## src/rtl/mmix_mem_responder.sv

```systemverilog
// mmix_mem_responder: sized big-endian MMIX data accesses -> 64-bit Avalon-MM master, one transfer at a time.
// Optional one-octa read buffer is enabled by defining MMIX_MEMRESP_RDBUF_EN.
module mmix_mem_responder #(
    parameter int ADDR_W = 32
) (
    input  logic              clk,
    input  logic              reset,
    input  logic [63:0]       mem_address,
    input  logic [1:0]        mem_datasize,
    input  logic              mem_read,
    input  logic              mem_write,
    input  logic [63:0]       mem_writedata,
    output logic [63:0]       mem_readdata,
    output logic              mem_done,
    output logic [ADDR_W-1:0] avm_address,
    output logic [7:0]        avm_byteenable,
    output logic              avm_read,
    output logic              avm_write,
    output logic [63:0]       avm_writedata,
    input  logic [63:0]       avm_readdata,
    input  logic              avm_waitrequest,
    input  logic              avm_readdatavalid
);
    typedef enum logic [2:0] {IDLE, RD_ISSUE, RD_WAIT, WR_ISSUE, RESP} state_t;
    state_t state, state_next;

    logic [3:0]  req_nb;
    logic [2:0]  req_off;
    logic [2:0]  req_lsh;
    logic [7:0]  req_be_base;
    logic [7:0]  req_be;
    logic [63:0] req_wdata;
    logic [2:0]  lsh;
    logic [1:0]  size;
    logic        accept;
    logic        rd_done;
    logic        wr_done;
    logic        buf_hit;
    logic        unused_addr_hi;

    // Pull the addressed bytes down from their lanes and zero the rest.
    function automatic logic [63:0] extract(input logic [63:0] octa, input logic [2:0] sh,
                                            input logic [1:0] sz);
        logic [63:0] s;
        s = octa >> {sh, 3'b000};
        case (sz)
            2'd0:    extract = {56'd0, s[7:0]};
            2'd1:    extract = {48'd0, s[15:0]};
            2'd2:    extract = {32'd0, s[31:0]};
            default: extract = s;
        endcase
    endfunction

    // Low address bits inside the access size are dropped; lane shift is 8-nb-off.
    assign req_nb    = 4'd1 << mem_datasize;
    assign req_off   = mem_address[2:0] & ~(req_nb[2:0] - 3'd1);
    assign req_lsh   = 3'(4'd8 - req_nb - {1'b0, req_off});
    assign req_wdata = mem_writedata << {req_lsh, 3'b000};
    assign req_be    = req_be_base << req_lsh;

    always_comb begin
        case (mem_datasize)
            2'd0:    req_be_base = 8'h01;
            2'd1:    req_be_base = 8'h03;
            2'd2:    req_be_base = 8'h0F;
            default: req_be_base = 8'hFF;
        endcase
    end

    assign unused_addr_hi = ^mem_address[63:ADDR_W];

    assign accept  = (state == IDLE) && (mem_read || mem_write);
    assign rd_done = avm_readdatavalid &&
                     ((state == RD_WAIT) || ((state == RD_ISSUE) && !avm_waitrequest));
    assign wr_done = (state == WR_ISSUE) && !avm_waitrequest;

`ifdef MMIX_MEMRESP_RDBUF_EN
    logic              buf_valid;
    logic [ADDR_W-4:0] buf_tag;
    logic [63:0]       buf_data;
    logic [63:0]       buf_merged;

    assign buf_hit = buf_valid && (buf_tag == mem_address[ADDR_W-1:3]);

    always_comb begin
        buf_merged = buf_data;
        for (int i = 0; i < 8; i++)
            if (avm_byteenable[i]) buf_merged[8*i +: 8] = avm_writedata[8*i +: 8];
    end

    // Stores to the buffered octa are merged so later hits see the new bytes.
    always_ff @(posedge clk or posedge reset) begin
        if (reset) begin
            buf_valid <= 1'b0;
            buf_tag   <= '0;
            buf_data  <= '0;
        end else if (rd_done) begin
            buf_valid <= 1'b1;
            buf_tag   <= avm_address[ADDR_W-1:3];
            buf_data  <= avm_readdata;
        end else if (wr_done && buf_valid && (buf_tag == avm_address[ADDR_W-1:3])) begin
            buf_data  <= buf_merged;
        end
    end
`else
    assign buf_hit = 1'b0;
`endif

    always_comb begin
        state_next = state;
        case (state)
            IDLE: begin
                if (mem_write)     state_next = WR_ISSUE;
                else if (mem_read) state_next = buf_hit ? RESP : RD_ISSUE;
            end
            RD_ISSUE: if (!avm_waitrequest) state_next = avm_readdatavalid ? RESP : RD_WAIT;
            RD_WAIT:  if (avm_readdatavalid) state_next = RESP;
            WR_ISSUE: if (!avm_waitrequest) state_next = RESP;
            RESP:     state_next = IDLE;
            default:  state_next = IDLE;
        endcase
    end

    always_ff @(posedge clk or posedge reset) begin
        if (reset) begin
            state          <= IDLE;
            mem_done       <= 1'b0;
            mem_readdata   <= '0;
            avm_read       <= 1'b0;
            avm_write      <= 1'b0;
            avm_address    <= '0;
            avm_byteenable <= '0;
            avm_writedata  <= '0;
            lsh            <= '0;
            size           <= '0;
        end else begin
            state     <= state_next;
            mem_done  <= (state_next == RESP);
            avm_read  <= (state_next == RD_ISSUE);
            avm_write <= (state_next == WR_ISSUE);
            if (accept) begin
                avm_address    <= {mem_address[ADDR_W-1:3], 3'b000};
                avm_byteenable <= req_be;
                lsh            <= req_lsh;
                size           <= mem_datasize;
                if (mem_write) avm_writedata <= req_wdata;
            end
            if (rd_done)      mem_readdata <= extract(avm_readdata, lsh, size);
            else if (wr_done) mem_readdata <= '0;
`ifdef MMIX_MEMRESP_RDBUF_EN
            if (accept && !mem_write && buf_hit)
                mem_readdata <= extract(buf_data, req_lsh, mem_datasize);
`endif
        end
    end
endmodule

```

## config.mk

```make
export PLATFORM = sky130hd
export DESIGN_NAME = mmix_mem_responder
export DESIGN_NICKNAME = d
export VERILOG_FILES = /design/src/rtl/mmix_mem_responder.sv
export SDC_FILE = /design/constraint.sdc
export NUM_CORES = 1
export LEC_CHECK = 0
export BUFFER_PORTS_ARGS = -buffer_cell sky130_fd_sc_hd__buf_2
export CAP_MARGIN = 20
export CORE_MARGIN = 2
export CORE_UTILIZATION = 30
export DETAILED_ROUTE_END_ITERATION = 16
export PLACE_DENSITY = 0.66
export SLEW_MARGIN = 20
export SYNTH_ARGS = -nofsm -noshare
export SYNTH_HDL_FRONTEND = slang
export SYNTH_SLANG_ARGS = --single-unit
```

## constraint.sdc

```tcl
create_clock -name clk -period 6.5 [get_ports clk]
set_clock_uncertainty 0.2 [all_clocks]
set_input_delay 1.3 -clock clk [delete_from_list [all_inputs] [get_ports clk]]
set_output_delay 1.3 -clock clk [all_outputs]
set_load 0.005 [all_outputs]
```

# Yosys cells after proc, flatten, opt, wreduce, memory -nomap -nowiden
# Cells that the tools add are included.
# W data, S select, Z words.
# totals
reg_bits	176
input_bits	200
word_cells	52
output_inout_bits	171
# op_classes
muxes	11
eq_ne	10
add_sub_neg	3
n_bitwise	2
shift	4
n_reduce_logical	12
# op_table
op	count
$pmux W64 S3	1
$mux W64	2
$shl A64 B6 Y64	1
$shr A64 B6 Y64	1
$pmux W8 S3	1
$mux W3	6
$pmux W3 S4	1
$eq A3 B2 Y1 const B	3
$shl A8 B3 Y8	1
$eq A3 B1 Y1 const B	2
$eq A2 B1 Y1 const B	2
$eq A2 B2 Y1 const B	2
$logic_and A1 B1 Y1	4
$logic_not A2 Y1	2
$and A3 B3 Y3	1
$eq A3 B3 Y1 const B	1
$logic_not A3 Y1	1
$not A3 Y3	1
$shl A1 B2 Y3 const A	1
$sub A1 B3 Y3 const A	1
$sub A3 B1 Y3 const B	1
$sub A3 B3 Y3	1
$logic_or A1 B1 Y1	2
$reduce_and A2 Y1	1
2 further kinds	2

# Logic depth before layout (Yosys ltp)
# Gate-level depths: netlist of run 1.
# depth
word_depth	6
ltp_mapped	12

# Least setup slack after synthesis of run 1
# Ideal clock, no wire load.
# synth_path
path_type	in2reg
from	input mem_datasize[0]
to	register avm_writedata[48]
path_slack_ns	2.769
t_arrival_ns	3.405
t_required_ns	6.174
stages	10
setup_time_ns	0.126
path_cell_list	buf_2 -> xor2_1 -> nand2b_1 -> ha_1 -> clkbuf_1 -> buf_2 -> buf_1 -> clkbuf_1 -> a21oi_1 -> a221o_1
# synth_between
elab_chain_cells	6
# synth_rtl
item	line_no	source
start: declaration	9	input logic [1:0] mem_datasize,
$shl A1 B2 Y3 *	55	assign req_nb = 4'd1 << mem_datasize;
$sub A3 B1 Y3	56	assign req_off = mem_address[2:0] & ~(req_nb[2:0] - 3'd1);
$not A3 Y3	56	
$and A3 B3 Y3	56	
$sub A3 B3 Y3 *	57	assign req_lsh = 3'(4'd8 - req_nb - {1'b0, req_off});
net req_lsh[1]	29	logic [2:0] req_lsh;
$shl A64 B6 Y64 *	58	assign req_wdata = mem_writedata << {req_lsh, 3'b000};
end signal: assignment	146	if (mem_write) avm_writedata <= req_wdata;
end: declaration	19	output logic [63:0] avm_writedata,
# Mark *: on every way through the listed nets, which the timed path passes. The rest lies on a longest branch.
# A chain may end at the register's enable or synchronous reset.

# Final worst setup path of run 1
# layout_path
from	input mem_datasize[0]
to	register avm_writedata[57]
# The elaborated chain is that of the path after synthesis.

==> key figures, run 1 <==
Run
  – Number of max-cap violations: 0

CTS
  – CTS Hold Buffers Added: 0
  – Buffer type at the clock tree root: sky130_fd_sc_hd__clkbuf_16
  – Clock network latency to the later pin of the worst-skew pair: 440 ps
  – Reg clk slew, reported paths: around 70 ps
  – Total number of H-tree levels: 4
  – Post-CTS repair timing setup buffer count: 0
  – Number of buffers created by CTS: 17
  – TritonCTS clock tree: done
  – Sink Count: approximately 180
  – Count of instances resized after the clock tree is built: 0
  – Number of buffers on the longest clock path: 2

Logic synthesis
  – Top-count cell post-synth: sky130_fd_sc_hd__nand2_1
  – Fraction of synthesized cell area taken by the top area cell type: 0.447
  – Count of unique library cells instantiated by Yosys: 51
  – Ranking of synthesized cells by area: sky130_fd_sc_hd__dfrtp_1, sky130_fd_sc_hd__mux2i_1, sky130_fd_sc_hd__nand2_1, sky130_fd_sc_hd__mux4_2, sky130_fd_sc_hd__o21ai_0
  – Post-synth EDFFs: 0
  – Fraction of synthesis flops using an asynchronous set or reset pin: 1.00
  – Flip-flop cell with the highest count after synthesis: sky130_fd_sc_hd__dfrtp_1
  – Library cell occupying the most area in the post-synthesis netlist: sky130_fd_sc_hd__dfrtp_1
  – Number of synthesized register bits: 176
  – Yosys warning count: 0
  – Share of the yosys chip area belonging to registers: 0.447
  – Top cell types by occurrence after synthesis: sky130_fd_sc_hd__nand2_1, sky130_fd_sc_hd__dfrtp_1, sky130_fd_sc_hd__mux2i_1
  – Post-synth design cell area: 9860 µm²
  – Synthesized area per cell: around 9.9 µm²
  – Number of instances in the synthesized netlist: 998

Route
  – Drt first-iter violations: 519
  – Average via count per standard cell: between 5 and 6
  – Antenna violation net count after detailed routing: 0
  – Via count: 9,017
  – Per-cell routed wire length: 20.0 µm
  – Overall routed net length: 34,800 µm
  – Remaining routing DRC violations: 0
  – Detailed-router iteration count before antenna repair: 5

STA
  – Max-slew violation count: 0
  – Highest attainable clock frequency: about 0.26 GHz
  – Tightest slew margin relative to the limit: 0.382
  – Worst hold slack: 271 ps
  – Hold Vio Cnt, Final: 0
  – Post-layout minimum cycle time: 3880 ps
  – RSZ-0062 raised after global routing: no
  – Summed negative setup slack over all endpoints: 0 ps
  – Ratio of final minimum period to clock period: 0.597
  – Slew at the pin closest to its max-slew limit: between 900 and 1000 ps
  – Number of endpoints failing setup at the final stage: 0

Final layout
  – Layout filler cell count: 3,298
  – Post-layout util: 0.387
  – # nets final: 1,484
  – Share of layout cells above drive strength 1: 0.348
  – Growth of design area from synthesis to finish: 27.2%

Die
  – Standard cell core area: 32,500 µm²
  – Chip Width: approximately 190 µm
  – Chip height: 185 µm
  – Floorplan row count: 66
  – Die footprint: 34,300 µm²
  – Num ports: 371
  – Effective utilization at floorplan: 0.304

Setup path
  – Maximum single-stage delay on the critical path: 810 ps
  – Arrival @ worst endpoint: 4020 ps
  – Critical path fanouts, max: 50
  – Sort of element at the end of the critical path: flop
  – Cell with the largest stage delay on the worst path: sky130_fd_sc_hd__ha_2
  – Setup Crit Path Kind: in -> reg
  – Required time of the worst setup path: 6630 ps
  – Kind of start point of the critical path: input port
  – Worst path cell trace: buf_2 -> xor2_1 -> nand2b_1 -> ha_2 -> buf_4 -> mux4_2 -> nand2_1 -> nor2_1 -> a221o_1

Global routing
  – Number of global-route vias before repair: 8,681
  – Global-route wire length before repair: 51,700 µm
  – Pin count of the biggest net entering global routing: 133
  – Antenna violations before repair: 5
  – Global-route usage over all layers: 0.200
  – GRT Residual Overflow: 0

Place
  – Port Buffers: 335
  – Routability-driven placement congestion ratio: between 0.9 and 1
  – Hpwl dp: 25,400 µm

Min path
  – Class of the most critical hold timing path: reg -> reg

Power
  – Worst vdd ir: 0.190 mV
  – Standby leakage power: 6.12 nW
  – Areal power density over the cells: around 420 nW/µm²

Outcome
  – Outcome: completed
[flip-flops by register name (all words and copies together), names as in the netlist]
| name | count |
|---|---|
| avm_writedata | 64 |
| avm_write | 1 |
| mem_done | 1 |
| avm_byteenable | 8 |
| size | 2 |
| avm_address | 29 |
| avm_read | 1 |
| mem_readdata | 64 |
| lsh | 3 |
| state | 3 |
[layer usage]
metal | GRT usage | vias to the layer above | share of wire
li1 | - | 4159 | -
met1 | 0.251 | 4400 | 0.41
met2 | 0.330 | 404 | 0.47
met3 | 0.0535 | 50 | 0.086
met4 | 0.0724 | 4 | 0.028
met5 | 0 | - | 0.00078
[critical path: cells and delay by family]
kind	cells	cell delay, ps
adders and majority gates	1	810
buffers and inverters	2	750
muxes	1	400
AOI/OAI and AO/OA	1	280
and+or+nand+nor	3	250
xor gates and xnor gates	1	170
[placed cells by master (no fill, tap or decap), types with 10 or more instances in the layout]
cell type,instances
sky130_fd_sc_hd__nand2b_1,14
sky130_fd_sc_hd__buf_2,335
sky130_fd_sc_hd__mux2i_1,108
sky130_fd_sc_hd__and2_1,11
sky130_fd_sc_hd__a21oi_1,25
sky130_fd_sc_hd__or3_1,10
sky130_fd_sc_hd__nand3_1,23
sky130_fd_sc_hd__o21ai_0,66
sky130_fd_sc_hd__nand2_1,215
sky130_fd_sc_hd__nor2_1,41
sky130_fd_sc_hd__o22ai_1,10
sky130_fd_sc_hd__a211oi_1,16
sky130_fd_sc_hd__a31oi_1,19
sky130_fd_sc_hd__buf_4,15
sky130_fd_sc_hd__a221o_1,13
sky130_fd_sc_hd__a22o_1,30
sky130_fd_sc_hd__dfrtp_1,173
sky130_fd_sc_hd__nor2b_1,12
sky130_fd_sc_hd__clkbuf_16,17
sky130_fd_sc_hd__mux4_2,34
[cell families after synthesis]
kind of cell,Yosys count,share of synthesized area
AO/OA/AOI/OAI,217,0.152
XOR/XNOR,5,0.00444
adder cells (fa/ha/maj),1,0.00127
buffers and inverters,98,0.0425
flip-flops,176,0.447
multiplexers,150,0.196
other,1,0.000380
AND/OR/NAND/NOR,350,0.157
[power breakdown]
group          total [mW]  internal [mW]  switching (mW)
Combinational        2.40           1.05            1.35
Sequential           1.86           1.56           0.302
Clock                1.04          0.573           0.466
Total                5.29           3.18            2.12
[path summary, 6_finish.rpt]
kind | start | end | slack [ps] | cells past startpoint
min | avm_address[25] | avm_address[25] | 270 | 2
max | mem_datasize[0] | avm_writedata[57] | 2620 | 9
max reg2reg | state[0] | mem_readdata[53] | 3520 | 6
min reg2reg | avm_address[25] | avm_address[25] | 270 | 2
min in group asynchronous | reset | avm_writedata[47] | 640 | 2
max in group asynchronous | reset | avm_writedata[34] | 4030 | 4
[area by class of cell]
| type | count | area (µm²) | area share |
|---|---|---|---|
| Multi-Input combinational cell | 726 | 5100 | 0.406 |
| Sequential cell | 176 | 4410 | 0.352 |
| Timing Repair Buffer | 353 | 1840 | 0.147 |
| Tap cell | 442 | 553 | 0.0441 |
| Clock buffer | 22 | 484 | 0.0386 |
| Clock inverter | 10 | 103 | 0.00818 |
| Inverter | 9 | 41.3 | 0.00329 |
| Antenna cell | 5 | 12.5 | 0.000997 |
[per-stage QoR]
stage                     total power [mW]  cells  worst slack, ps  area, µm²
after global routing                  5.70   1739             2470      12500
after detailed placement              4.28   1703             2170      11900
after CTS                             5.35   1735             2660      12500
final                                 5.29   1743             2620      12500
after global placement                4.24   1703             2230      11900
after floorplan                       3.30   1000              226       9870
No activity file was read; power rests on OpenSTA's default activity.
==> inputs of run 2 (changes only) <==
--- a/config.mk
+++ b/config.mk
@@ -10,7 +10,7 @@
 export CORE_MARGIN = 2
 export CORE_UTILIZATION = 30
 export DETAILED_ROUTE_END_ITERATION = 16
-export PLACE_DENSITY = 0.66
+export PLACE_DENSITY = 0.64
 export SLEW_MARGIN = 20
 export SYNTH_ARGS = -nofsm -noshare
 export SYNTH_HDL_FRONTEND = slang
==> constraint.sdc (replaced) <==
create_clock -name clk -period 3.8 [get_ports clk]
set_clock_uncertainty 0.2 [all_clocks]
set_input_delay 0.76 -clock clk [delete_from_list [all_inputs] [get_ports clk]]
set_output_delay 0.76 -clock clk [all_outputs]
set_load 0.005 [all_outputs]
==> key figures, run 2 (synthesis results as in run 1) <==
Route
  – Detailed-router iteration count before antenna repair: 5
  – Antenna violation net count after detailed routing: 0
  – Drt first-iter violations: 519
  – Overall routed net length: 35,500 µm
  – Average via count per standard cell: 5.19
  – Via count: 9,124
  – Remaining routing DRC violations: 0
  – Per-cell routed wire length: 20.2 µm

Final layout
  – Multi-input logic area: 5100 µm²
  – Most frequent cells in the layout: sky130_fd_sc_hd__buf_2, sky130_fd_sc_hd__nand2_1, sky130_fd_sc_hd__dfrtp_1
  – Finished layout cell area: 12,700 µm²
  – Layout filler cell count: approximately 3,300
  – Growth of design area from synthesis to finish: 28.7%
  – Share of layout cells above drive strength 1: 0.355
  – Most common library cell in the layout ignoring fill and taps: sky130_fd_sc_hd__buf_2
  – Post-layout util: 0.391
  – Registers with the most flip-flops: avm_writedata (64), mem_readdata (64), avm_address (29)
  – Storage element area: 4410 µm²
  – # nets final: 1,499
  – Final non-filler cell total: ~1,800

CTS
  – Sink Count: 176
  – CTS Hold Buffers Added: 0
  – Buffer type at the clock tree root: sky130_fd_sc_hd__clkbuf_16
  – Number of buffers created by CTS: 17
  – Post-CTS repair timing setup buffer count: 0
  – Number of buffers on the longest clock path: 2
  – Reg clk slew, reported paths: 70 ps
  – TritonCTS clock tree: done
  – Clock network latency to the later pin of the worst-skew pair: 440 ps
  – Total number of H-tree levels: 4
  – Count of instances resized after the clock tree is built: 0

Setup path
  – Critical path fanouts, max: 23
  – Cell with the largest stage delay on the worst path: sky130_fd_sc_hd__ha_2
  – Kind of start point of the critical path: input port
  – Setup Crit Path Kind: in -> reg
  – Required time of the worst setup path: 3930 ps
  – Worst reg-to-reg path cell count: 5
  – Sort of element at the end of the critical path: flop
  – Arrival @ worst endpoint: a little over 3000 ps
  – Reg-to-reg slack, setup: 1290 ps
  – Critical register-to-register path startpoint: state[0]
  – Worst path cell trace: buf_2 -> xor2_1 -> nand2b_1 -> ha_2 -> buf_4 -> mux4_2 -> nand2_1 -> nor2_1 -> a221o_1
  – Maximum single-stage delay on the critical path: 720 ps
  – Worst r2r dst: mem_readdata[49]

STA
  – Highest attainable clock frequency: around 0.34 GHz
  – Worst hold slack: between 200 and 300 ps
  – Worst-case setup margin in the final layout: 887 ps
  – Number of endpoints failing setup at the final stage: 0
  – Tightest slew margin relative to the limit: 0.367
  – RSZ-0062 raised after global routing: no
  – Hold Vio Cnt, Final: 0
  – Summed negative setup slack over all endpoints: 0 ps
  – Max-slew violation count: 0
  – Slew at the pin closest to its max-slew limit: 949 ps
  – Post-layout minimum cycle time: 2910 ps
  – Ratio of final minimum period to clock period: 0.767

Die
  – Die footprint: 34,300 µm²
  – Floorplan row count: 66
  – Chip Width: 185 µm
  – Standard cell core area: 32,500 µm²
  – Chip height: roughly 190 µm
  – Effective utilization at floorplan: 0.304
  – Num ports: 371

Place
  – Placed cell areas: 12,100 µm²
  – Routability-driven placement congestion ratio: 0.926
  – Post-placement worst setup slack: 444 ps
  – Placed Cells: 1,720
  – Port Buffers: 335
  – Hpwl dp: roughly 26,000 µm

Min path
  – Startpoint of the worst hold path: avm_address[6]
  – Hold worst-path end: avm_address[6]
  – Hold Path Cell Cnt: 2
  – Class of the most critical hold timing path: reg -> reg

Global routing
  – GRT Residual Overflow: 0
  – Global-route wire length before repair: 53,800 µm
  – Global-route usage over all layers: 0.207
  – Pin count of the biggest net entering global routing: 66
  – Number of global-route vias before repair: 9,104
  – Antenna violations before repair: 5

Run
  – Number of max-cap violations: 0

Power
  – Standby leakage power: around 6.2 nW
  – Worst vdd ir: about 0.38 mV
  – Areal power density over the cells: about 730 nW/µm²
  – Power consumption: 9.20 mW

Outcome
  – Outcome: completed
-- run 2: routing by layer --
layer	track usage	vias to the layer above	wire length [µm]
li1	-	4192	-
met1	0.258	4430	14500
met2	0.341	443	16800
met3	0.0600	55	3250
met4	0.0762	4	924
met5	0	-	29
-- run 2: area by class of cell --
type / count / share of cell area
Sequential cell: 176 / 0.348
Tap cell: 442 / 0.0436
Antenna cell: 6 / 0.00118
Inverter: 9 / 0.00296
Multi-Input combinational cell: 726 / 0.402
Timing Repair Buffer: 368 / 0.157
Clock buffer: 21 / 0.0371
Clock inverter: 11 / 0.00838
-- run 2: how the worst max path moves through the flow --
stage / startpoint / slack [ps] / endpoint
after floorplan: reset / 590 / avm_address[10]
after global placement: mem_datasize[0] / 470 / avm_writedata[3]
after detailed placement: mem_datasize[0] / 440 / avm_writedata[6]
after CTS: mem_datasize[0] / 920 / avm_writedata[4]
after global routing: mem_datasize[0] / 740 / avm_writedata[3]
final: mem_datasize[0] / 890 / avm_writedata[57]
-- run 2: report_power, final --
group          switching (mW)  internal, mW  leakage, nW
Combinational            2.27          1.88         3.65
Sequential              0.610          2.66         2.27
Clock                   0.819         0.960        0.276
-- run 2: critical path, delay by kind of cell --
kind	cells	cell delay, ps
AO/OA/AOI/OAI	1	250
buffers and inverters	2	550
AND/OR/NAND/NOR	3	220
adder cells (fa/ha/maj)	1	720
multiplexers	1	350
XOR/XNOR	1	170
